==> src/rtl/pll_reset_ctrl_if.sv <==
// Signal bundle between the PLL reset sequencer and its surroundings.
// The slave modport is the controller's view; master is the driver/observer side.
interface pll_reset_ctrl_if;
  logic       extlock;
  logic       pll_reset;
  logic       sys_reset;
  logic       locked;
  logic       fail;
  logic [3:0] retries;

  modport master (
    output extlock,
    input  pll_reset,
    input  sys_reset,
    input  locked,
    input  fail,
    input  retries
  );

  modport slave (
    input  extlock,
    output pll_reset,
    output sys_reset,
    output locked,
    output fail,
    output retries
  );
endinterface

==> src/rtl/pll_reset_ctrl.sv <==
// PLL power-up sequencer: pulses the PLL reset, waits for a stable lock, then releases the
// system reset; retries on lock timeout and parks in FAIL once retries are exhausted.
module pll_reset_ctrl #(
  parameter int unsigned RST_CYCLES    = 24,
  parameter int unsigned LOCK_TIMEOUT  = 24000,
  parameter int unsigned STABLE_CYCLES = 240,
  parameter int unsigned MAX_RETRY     = 3
) (
  input  logic              refclk,
  input  logic              reset,
  pll_reset_ctrl_if.slave   bus
);

  typedef enum logic [2:0] {
    StPllRst,
    StWaitLock,
    StStable,
    StRun,
    StFail
  } state_e;

  localparam logic [15:0] RstLast  = 16'(RST_CYCLES - 1);
  localparam logic [15:0] LockLast = 16'(LOCK_TIMEOUT - 1);
  // The lock sample that moves WAIT_LOCK into STABLE is the first of the stable run.
  localparam logic [15:0] StableLast = (STABLE_CYCLES > 1) ? 16'(STABLE_CYCLES - 2) : 16'd0;
  localparam logic [3:0]  MaxRetry   = 4'(MAX_RETRY);

  state_e      state_q, state_d;
  logic [15:0] cnt_q, cnt_d;
  logic [3:0]  retries_q, retries_d;
  logic        sync1_q;
  logic        lock_s;
  logic        pll_reset_q, pll_reset_d;
  logic        sys_reset_q, sys_reset_d;
  logic        locked_q, locked_d;
  logic        fail_q, fail_d;

  always_comb begin
    state_d   = state_q;
    cnt_d     = cnt_q;
    retries_d = retries_q;
    case (state_q)
      StPllRst: begin
        if (cnt_q == RstLast) begin
          state_d = StWaitLock;
          cnt_d   = '0;
        end else begin
          cnt_d = cnt_q + 16'd1;
        end
      end
      StWaitLock: begin
        if (lock_s) begin
          state_d = StStable;
          cnt_d   = '0;
        end else if (cnt_q == LockLast) begin
          cnt_d = '0;
          if (retries_q < MaxRetry) begin
            retries_d = retries_q + 4'd1;
            state_d   = StPllRst;
          end else begin
            state_d = StFail;
          end
        end else begin
          cnt_d = cnt_q + 16'd1;
        end
      end
      StStable: begin
        if (!lock_s) begin
          state_d = StWaitLock;
          cnt_d   = '0;
        end else if (cnt_q == StableLast) begin
          state_d = StRun;
          cnt_d   = '0;
        end else begin
          cnt_d = cnt_q + 16'd1;
        end
      end
      StRun: begin
        if (!lock_s) begin
          state_d   = StPllRst;
          cnt_d     = '0;
          retries_d = '0;
        end
      end
      StFail: begin
        state_d = StFail;
      end
      default: begin
        state_d = StFail;
      end
    endcase
  end

  // Outputs are decoded from the next state and registered, so they change with the state.
  always_comb begin
    pll_reset_d = (state_d == StPllRst) || (state_d == StFail);
    sys_reset_d = (state_d != StRun);
    locked_d    = (state_d == StRun);
    fail_d      = (state_d == StFail);
  end

  always_ff @(posedge refclk) begin
    if (reset) begin
      sync1_q     <= 1'b0;
      lock_s      <= 1'b0;
      state_q     <= StPllRst;
      cnt_q       <= '0;
      retries_q   <= '0;
      pll_reset_q <= 1'b1;
      sys_reset_q <= 1'b1;
      locked_q    <= 1'b0;
      fail_q      <= 1'b0;
    end else begin
      sync1_q     <= bus.extlock;
      lock_s      <= sync1_q;
      state_q     <= state_d;
      cnt_q       <= cnt_d;
      retries_q   <= retries_d;
      pll_reset_q <= pll_reset_d;
      sys_reset_q <= sys_reset_d;
      locked_q    <= locked_d;
      fail_q      <= fail_d;
    end
  end

  assign bus.pll_reset = pll_reset_q;
  assign bus.sys_reset = sys_reset_q;
  assign bus.locked    = locked_q;
  assign bus.fail      = fail_q;
  assign bus.retries   = retries_q;

endmodule

==> src/flat_wrapper.sv <==
// flat-port wrapper written by rule: the top's interface ports become plain ports
module pll_reset_ctrl_flat 
#(
  parameter int unsigned RST_CYCLES    = 24,
  parameter int unsigned LOCK_TIMEOUT  = 24000,
  parameter int unsigned STABLE_CYCLES = 240,
  parameter int unsigned MAX_RETRY     = 3
)
  (refclk, reset, bus_extlock, bus_pll_reset, bus_sys_reset, bus_locked, bus_fail, bus_retries);
  pll_reset_ctrl_if bus_i ();
  input  logic refclk;
  input  logic reset;
  input wire logic [$bits(bus_i.extlock)-1:0] bus_extlock;
  output wire logic [$bits(bus_i.pll_reset)-1:0] bus_pll_reset;
  output wire logic [$bits(bus_i.sys_reset)-1:0] bus_sys_reset;
  output wire logic [$bits(bus_i.locked)-1:0] bus_locked;
  output wire logic [$bits(bus_i.fail)-1:0] bus_fail;
  output wire logic [$bits(bus_i.retries)-1:0] bus_retries;
  assign bus_i.extlock = bus_extlock;
  assign bus_pll_reset = bus_i.pll_reset;
  assign bus_sys_reset = bus_i.sys_reset;
  assign bus_locked = bus_i.locked;
  assign bus_fail = bus_i.fail;
  assign bus_retries = bus_i.retries;
  pll_reset_ctrl #(.RST_CYCLES(RST_CYCLES), .LOCK_TIMEOUT(LOCK_TIMEOUT), .STABLE_CYCLES(STABLE_CYCLES), .MAX_RETRY(MAX_RETRY)) u_core (.refclk(refclk), .reset(reset), .bus(bus_i));
endmodule
==> config.mk <==
export PLATFORM = sky130hd
export DESIGN_NAME = pll_reset_ctrl_flat
export DESIGN_NICKNAME = d
export VERILOG_FILES = /design/src/rtl/pll_reset_ctrl_if.sv /design/src/rtl/pll_reset_ctrl.sv /design/src/flat_wrapper.sv
export SDC_FILE = /design/constraint.sdc
export NUM_CORES = 1
export LEC_CHECK = 0
export ABC_AREA = 1
export BUFFER_PORTS_ARGS = -buffer_cell sky130_fd_sc_hd__buf_2
export CORE_AREA = 2 2 64 66
export DETAILED_ROUTE_END_ITERATION = 7
export DIE_AREA = 0 0 66 68
export PLACE_DENSITY = 0.54
export SLEW_MARGIN = 25
export SYNTH_ARGS = -nofsm -noshare
export SYNTH_HDL_FRONTEND = slang
export SYNTH_SLANG_ARGS = --single-unit
==> constraint.sdc <==
create_clock -name refclk -period 1.55 [get_ports refclk]
set_input_delay 0.155 -clock refclk [delete_from_list [all_inputs] [get_ports refclk]]
set_output_delay 0.155 -clock refclk [all_outputs]
set_load 0.01 [all_outputs]
Word-level counts from Yosys, hierarchy flattened
Index checks and enable logic that the tools add are counted.

Output and inout bits: 8. Input bits: 3. Bits in registers: 29. Logic and storage cells: 52.

Equality and inequality tests: 13. $add $sub $neg: 2. Reductions and logical operators: 7. Mux-type cells: 20. $lt $le $gt $ge: 1.

Operator list (count): $mux 16 (6); $pmux 16 s4 (1); $mux 3 (7); $add 16x1->16 const B (1); $eq 16x15->1 const B (1); $eq 16x5->1 const B (1); $eq 16x8->1 const B (1); $mux 4 (4); $pmux 3 s4 (1); $eq 3x2->1 const B (3); $pmux 4 s2 (1); $logic_not 3->1 (2); $reduce_and 5->1 (1); $add 4x1->4 const B (1); $lt 4x2->1 const B (1); $ne 2x1->1 const B (2); $ne 2x2->1 const B (2); $reduce_bool 4->1 (1); $eq 3x1->1 const B (1); $eq 3x3->1 const B (1); $ne 3x2->1 const B (1); $reduce_and 2->1 (1); $reduce_bool 2->1 (1); $logic_or 1x1->1 (1).

Longest topological paths before layout
Gate-level depths: netlist (run 1).

Word-level depth: 7. Gate-level depth with buffers: 12. Depth with buffers taken out: 11.

Worst setup path after synthesis (run 1)
OpenSTA, ideal clock, no wires.

Kind: register -> register. Start: reg u_core.cnt_q[1]. End: reg u_core.cnt_q[2]. Arrival time: 1.411 ns. Period minus slack after synthesis: 1.527 ns. Setup time: 0.116 ns. Path buffers: 1. Slack: 0.023 ns. Cell stages (with the launch flop): 12. Path through: dfxtp_1 -> ha_1 -> nand3_1 -> nor2_2 -> nand3_1 -> nand2_1 -> nand3_1 -> nand2_1 -> nand2_1 -> nand2_2 -> buf_6 -> nor2_1.

Longest elaborated chain between the ends: 4.

Ends and longest elaborated chain: from (decl) (RTL line pll_reset_ctrl.sv:29) `logic [15:0] cnt_q, cnt_d;`; from (signal assigned) (RTL line pll_reset_ctrl.sv:117) `cnt_q <= cnt_d;`; $add 16x1->16 (tied with other cells) (RTL line pll_reset_ctrl.sv:48, pll_reset_ctrl.sv:64, pll_reset_ctrl.sv:75); $mux 16, on equally long branches (RTL line pll_reset_ctrl.sv:71, pll_reset_ctrl.sv:55); $mux 16, on equally long branches (RTL line pll_reset_ctrl.sv:68, pll_reset_ctrl.sv:52); $pmux 16 s4 (*) (RTL line pll_reset_ctrl.sv:42) `case (state_q)`.

Mark *: on every way between the ends. The rest lies on a longest branch, timed or not. A chain may end at the register's enable or synchronous reset.

Worst setup path after layout (run 1)
Start: reg u_core.cnt_q[0]. End: reg u_core.cnt_q[14].

Same word-level chain as after synthesis.

==> results.tsv, run 1 <==
metric	value	unit
setup_viol	0	
worst_pin_slew	0.316	ns
power.internal	1.35	mW
insertedDiodeCount	0	
avgRoutedWirePerCell	11.0	um
cts_sinks	29	
gr-usage-met1	0.203	
total_power	1.71	mW
cts.path.max_buffers	2	
cts_root_buffer	clkbuf_8	
drc	0	
fin_ws	0.0236	ns
yosysWarnings	0	
synthesis.nets	220	
grt_use_met3	0.0444	
num_vias	1376	
fmax	655	MHz
arrival	1.70	ns
fin_crit_sh	0.985	
grt_pass1_wl	5290	um
critPathBufInv	2	
path_common_cell	nand2_1	
cp-start-kind	register	
tritoncts	yes	
required	1.72	ns
syn2layout_area_growth	31.4	%
synth_edf_count	0	
drv_cap	0	
skew	0.00721	ns
hpwlAfterDp	2370	um
ctsHtreeMaxLevel	2	
busiest_layer	met2	
synth_top_cell_by_area	dfxtp_1	
synth_top_flop_cell	dfxtp_1	
critPathSlowestCell	dfxtp_4	
fillerInstances	387	
die_w	66	um
p_clk_frac	0.466	
power.share.switching	0.211	
vias_per_cell	4.65	
maxSlewHeadroom	0.787	
use_met2	0.247	
critPathTopFamily	simple AND/OR/NAND/NOR gates	
slew_viol_final	0	
total_leakage_power	0.826	nW
yosysSeqAreaShare	0.396	
grt.overflow.total	0	
antenna_found_initial	0	
min_path_type	in2reg	
fin_nets	251	
clk_pin_slew	0.06	ns
crit_fanout	8	
synth_common_cells	nand2_1, nor2_1, dfxtp_1	
syn_inst	214	
status	finished clean	
synth_top_area_frac	0.396	
core_area	0.00386	mm2
ys_top_cells_by_area	dfxtp_1, nand2_1, nor2_1	
avgSynthCellArea	6.86	um2
p_switching	0.361	mW
mappedNetlistArea	0.00147	mm2
pwr_density_cell	886	mW/mm2
critPathMaxStageDelay	0.36	ns
grt_max_degree	17	
ys_ff_latch	29	
drt_pass1_iterations	6	
clock_latency	0.28	ns
synthArstFlopShare	0	
drt.antenna.violating_nets	0	
synth.distinct_cells	25	
drt_wl_total	3270	um
grt_pass1_vias	1175	
fp.dieH	68	um
p_seq_frac	0.460	
combPwrFrac	0.074	
dieArea	0.00449	mm2
drt_iter0_markers	79	
boundaryPins	11	
min_period	1.53	ns
ir_drop	0.501	mV
path_class	reg2reg	
yosys.cell_count.top_type	nand2_1	
drive_gt1_frac	0.276	
hold_viol_final	0	
end_kind	register	
numPortBuffers	10	
initial_utilization	0.381	
numCtsBuffers	5	
grtUsageTotal	0.157	
rows	23	
dpl_worst_slack	-0.0296	ns
gp_congestion	0.789	
path_cells	inv_2, ha_4, nand3_1, nor2_1, nand2_1, nand2_1, nand3_2, nand2_1, nand2_1, nand2_2, clkbuf_16, nor2_1	
rsz0062_at_grt	yes	
[timing repair]
action,4_1_cts,5_1_grt
cloned,0,1
resized for setup,4,24
setup endpoints to repair,16,24
setup buffers,0,2
hold buffers,0,0
pin swaps,0,7
[flip-flops by register name, indices dropped and copies added (netlist names)]
signal,cells
u_core.bus.sys_reset,1
u_core.bus.retries,4
u_core.cnt_q,16
u_core.bus.locked,1
u_core.lock_s,1
u_core.state_q,3
u_core.bus.pll_reset,1
u_core.bus.fail,1
u_core.sync1_q,1
[per-stage QoR]
step | TNS (ns) | instances | hold WS, ns | utilization | instance area [um2]
2_1_floorplan | 0 | 214 | 0.262 | - | 1470
3_3_place_gp | 0 | 285 | 0.357 | 0.434 | 1680
3_5_place_dp | -0.331 | 285 | 0.363 | 0.434 | 1680
4_1_cts | 0 | 293 | 0.0700 | 0.467 | 1800
5_1_grt | -1.34 | 296 | 0.0972 | 0.500 | 1930
6_report | 0 | 296 | 0.0773 | 0.500 | 1930
[worst min-delay path: stages]
cell and delay (ns):
buf_2 0.07, inv_1 0.03, nor2_1 0.06
[metal layers]
metal,vias to the layer above,wire length (um),share of wire
met5,-,0,0
met4,0,43,0.013
met3,7,173,0.053
met2,30,1440,0.44
met1,606,1610,0.49
li1,733,-,-
[path summary, 6_finish.rpt]
kind | from | to | slack [ns] | cells after the start
max | u_core.cnt_q[0] | u_core.cnt_q[14] | 0.02 | 12
min | bus_extlock | u_core.sync1_q | 0.08 | 3
max reg2reg | u_core.cnt_q[0] | u_core.cnt_q[14] | 0.02 | 12
min reg2reg | u_core.sync1_q | u_core.lock_s | 0.41 | 2
[cells in the final DEF (no fill, tap or decap)]
master     netlist  final
or3_1            1      1
nand3_4          0      1
bufinv_16        0      1
nor3_2           1      3
ha_4             0      2
o22ai_1          1      1
nand4_1          4      4
buf_12           0      1
nand3_1         15     12
inv_2            4      5
clkbuf_1         1      1
clkbuf_16        0      1
buf_4            0     14
xnor2_1          1      1
clkbuf_8         0      6
xor2_1           6      6
nor2_1          41     34
nand2_2          2      3
buf_2            0     10
o21ai_2          0      1
dfxtp_4          0      2
o21ai_1          8      8
nand3_2          2      4
inv_1           26     25
nor2_8           1      1
nor2_2           4     10
dfxtp_1         29     25
nand2_1         46     45
o21ai_0          2      1
a21oi_1          5      5
dfxtp_2          0      2
and2_1           1      1
nand3b_1         3      3
nor2_4           0      1
nor3_1           6      4
ha_1             3      1
[logic make-up after synthesis]
logic type / count (synthesis) / synth area share
AND/OR/NAND/NOR: 127 / 0.395
buffers and inverters: 32 / 0.0869
AO/OA/AOI/OAI: 16 / 0.0554
flip-flops: 29 / 0.396
adder cells (fa/ha/maj): 3 / 0.0256
XOR/XNOR: 7 / 0.0418
[cell type report]
class | count | area [um2] | area share
Clock buffer | 7 | 86.3 | 0.0448
Clock inverter | 1 | 30.0 | 0.0156
Inverter | 30 | 113 | 0.0584
Multi-Input combinational cell | 153 | 846 | 0.439
Sequential cell | 29 | 591 | 0.306
Tap cell | 50 | 62.6 | 0.0324
Timing Repair Buffer | 26 | 200 | 0.104
[power groups by stage]
stage	logic [mW]	clock network, mW	registers, mW
6_report	0.126	0.796	0.787
5_1_grt	0.140	0.857	0.789
4_1_cts	0.0941	0.820	0.777
3_5_place_dp	0.0936	0	0.792
3_3_place_gp	0.0932	0	0.791
2_1_floorplan	0.0676	0	0.790
Power figures use the tool's default switching activity.
==> run 2, diff against run 1 <==
--- a/config.mk
+++ b/config.mk
@@ -5,12 +5,11 @@
 export SDC_FILE = /design/constraint.sdc
 export NUM_CORES = 1
 export LEC_CHECK = 0
-export ABC_AREA = 1
 export BUFFER_PORTS_ARGS = -buffer_cell sky130_fd_sc_hd__buf_2
-export CORE_AREA = 2 2 64 66
+export CORE_AREA = 2 2 62 64
 export DETAILED_ROUTE_END_ITERATION = 7
-export DIE_AREA = 0 0 66 68
-export PLACE_DENSITY = 0.54
+export DIE_AREA = 0 0 64 66
+export PLACE_DENSITY = 0.53
 export SLEW_MARGIN = 25
 export SYNTH_ARGS = -nofsm -noshare
 export SYNTH_HDL_FRONTEND = slang
==> run 2 against run 1 <==
Effect of this change:
- the run now ends with setup timing left
- sequential power decreased by 3.2%
- routed wire length decreased by 0.64%
- die area decreased by 5.9%
- worst setup slack got worse by 0.25 ns
- highest routed layer unchanged
==> results.tsv, run 2 <==
metric	value	unit
status	finished, violations left	
violations	setup timing	
synthesis.nets	158	
crit_start	u_core.cnt_q[10]	
drt_iter0_markers	38	
initial_utilization	0.383	
vias_per_cell	4.88	
setup_tns	-4.01	ns
mappedNetlistArea	0.00136	mm2
ys_ff_latch	29	
wl_met3	94	um
avgSynthCellArea	8.95	um2
gp_congestion	0.817	
crit_fanout	8	
drc	0	
boundaryPins	11	
fin_nets	217	
wl_met1	1500	um
avgRoutedWirePerCell	12.5	um
critPathTopFamily	simple AND/OR/NAND/NOR gates	
final_cell_mix	buf_4, nor2_1, dfxtp_1	
hold_viol_final	0	
rows	22	
required	1.78	ns
r2r_end	u_core.cnt_q[0]	
synth_xor_area_frac	0.0966	
clk_pin_slew	0.09	ns
placedCellCount	248	
fillerInstances	322	
synth_common_cells	dfxtp_1, nor2_1, xor2_1	
drv_cap	0	
drt.antenna.violating_nets	0	
critPathSlowestCell	or4_4	
fmax	563	MHz
wl_met2	1590	um
hpwlAfterDp	2490	um
fin_ws	-0.225	ns
synth_simple_gate_area_share	0.294	
critPathMaxStageDelay	0.55	ns
drive_gt1_frac	0.439	
drt_wl_total	3250	um
ctsHtreeMaxLevel	2	
ir_drop	0.363	mV
hp-start	bus_extlock	
antenna_found_initial	0	
end_kind	register	
synth_top_area_frac	0.427	
clock_latency	0.33	ns
drt_pass1_iterations	4	
total_leakage_power	0.823	nW
synth_top_cell_by_area	dfxtp_1	
multi_input_area	832	um2
synth.distinct_cells	39	
min_to	u_core.sync1_q	
fin_crit_sh	1.15	
top_register	u_core.cnt_q	
grtUsageTotal	0.180	
final_common_cell	buf_4	
cts_root_buffer	clkbuf_4	
path_cells	or4_4, o41a_1, o31ai_4, buf_6, nor2_1	
yosysWarnings	0	
critPathBufInv	1	
worst_pin_slew	0.416	ns
yosysSeqAreaShare	0.427	
cts.path.max_buffers	2	
worstHoldPathCells	2	
slew_viol_final	0	
numPortBuffers	10	
skew	0.0103	ns
fp.dieH	66	um
rsz0062_at_grt	yes	
topRoutingLayerUsed	met4	
ys_top_cells_by_area	dfxtp_1, nor2_1, xor2_1	
synth_edf_count	0	
numCtsBuffers	5	
synth_top_family_by_area	simple AND/OR/NAND/NOR gates	
path_class	reg2reg	
regArea	593	um2
synth_compound_area_frac	0.118	
cts_sinks	29	
die_w	64	um
insertedDiodeCount	0	
min_path_type	in2reg	
layout.cells.non_filler	260	
arrival	2.00	ns
synthArstFlopShare	0	
maxSlewHeadroom	0.722	
reg2reg_slack	-0.23	ns
tritoncts	yes	
syn2layout_area_growth	44.9	%
grt_max_degree	11	
yosys.cell_count.top_type	dfxtp_1	
dieArea	0.00422	mm2
setup_viol	21	
synthAdderAreaFrac	0.0276	
pwr_density_cell	641	mW/mm2
r2r-start	u_core.cnt_q[10]	
grt_pass1_wl	5690	um
core_area	0.00355	mm2
r2r_cells	5	
num_vias	1268	
largest_register_ff_count	16	
syn_inst	152	
grt_pass1_vias	1272	
min_period	1.78	ns
synth_mux_area_frac	0	
cp-start-kind	register	
grt.overflow.total	0	
synth_top_flop_cell	dfxtp_1	
[run 2: cell count changes in the layout (fill, tap and decap cells not counted), moves of 4 or more]
cell,before,now
o21ai_1,8,0
dfxtp_2,2,10
xnor2_1,1,5
inv_2,5,0
nand3_2,4,0
nand2_1,45,6
xor2_1,6,10
dfxtp_1,25,19
clkbuf_4,0,5
buf_4,14,46
clkbuf_8,6,0
nor2_1,34,23
inv_1,25,5
nor2_2,10,1
[run 2: how the worst max path moves through the flow]
stage | end | slack, ns | cells past startpoint
global placement | u_core.cnt_q[1] | -0.50 | 5
finish | u_core.cnt_q[0] | -0.23 | 5
floorplan | u_core.cnt_q[0] | -0.28 | 6
global route | u_core.cnt_q[3] | -0.30 | 6
CTS | u_core.cnt_q[1] | -0.30 | 5
detailed placement | u_core.cnt_q[8] | -0.51 | 5
[run 2: metal layers]
layer | GRT usage | vias up
met3 | 0.0596 | 6
met2 | 0.306 | 16
met4 | 0.0842 | 0
met5 | 0 | -
li1 | - | 660
met1 | 0.204 | 586
[run 2: final cells by class]
type,count,share of cell area
clock buffers,8,0.0248
inverters,5,0.00952
multi-input cells,112,0.422
flip-flops and latches,29,0.301
well taps,48,0.0305
repair buffers,58,0.212
[run 2: timing repair]
item                                    4_1_cts  5_1_grt
gates resized for setup                      17        8
buffers inserted                              3        1
hold buffers                                  0        0
pin swaps                                     4        3
endpoints found under the setup margin       23       24
[run 2: report_power, final]
| group | switching, mW | internal (mW) | leakage, nW |
|---|---|---|---|
| clock | 0.250 | 0.180 | 0.0265 |
| combinational | 0.0330 | 0.0376 | 0.557 |
| sequential | 0.00720 | 0.755 | 0.239 |
| total | 0.290 | 0.973 | 0.823 |
[run 2: cells by family after synthesis]
kind of cell	count (synthesis)
and+or+nand+nor	75
DFF	29
AOI/OAI and AO/OA	19
xor gates and xnor gates	15
buffers and inverters	11
adders and majority gates	3
[run 2: through the flow]
| stage | total power, mW | util | hold WS (ns) | setup WS [ns] | area [um2] |
|---|---|---|---|---|---|
| 2_1_floorplan | 0.812 | - | 0.283 | -0.284 | 1380 |
| 5_1_grt | 1.33 | 0.555 | 0.0467 | -0.305 | 1970 |
| 4_1_cts | 1.28 | 0.544 | 0.0240 | -0.305 | 1930 |
| 6_report | 1.26 | 0.555 | 0.0417 | -0.225 | 1970 |
| 3_5_place_dp | 0.836 | 0.504 | 0.378 | -0.508 | 1790 |
| 3_3_place_gp | 0.834 | 0.504 | 0.375 | -0.496 | 1790 |
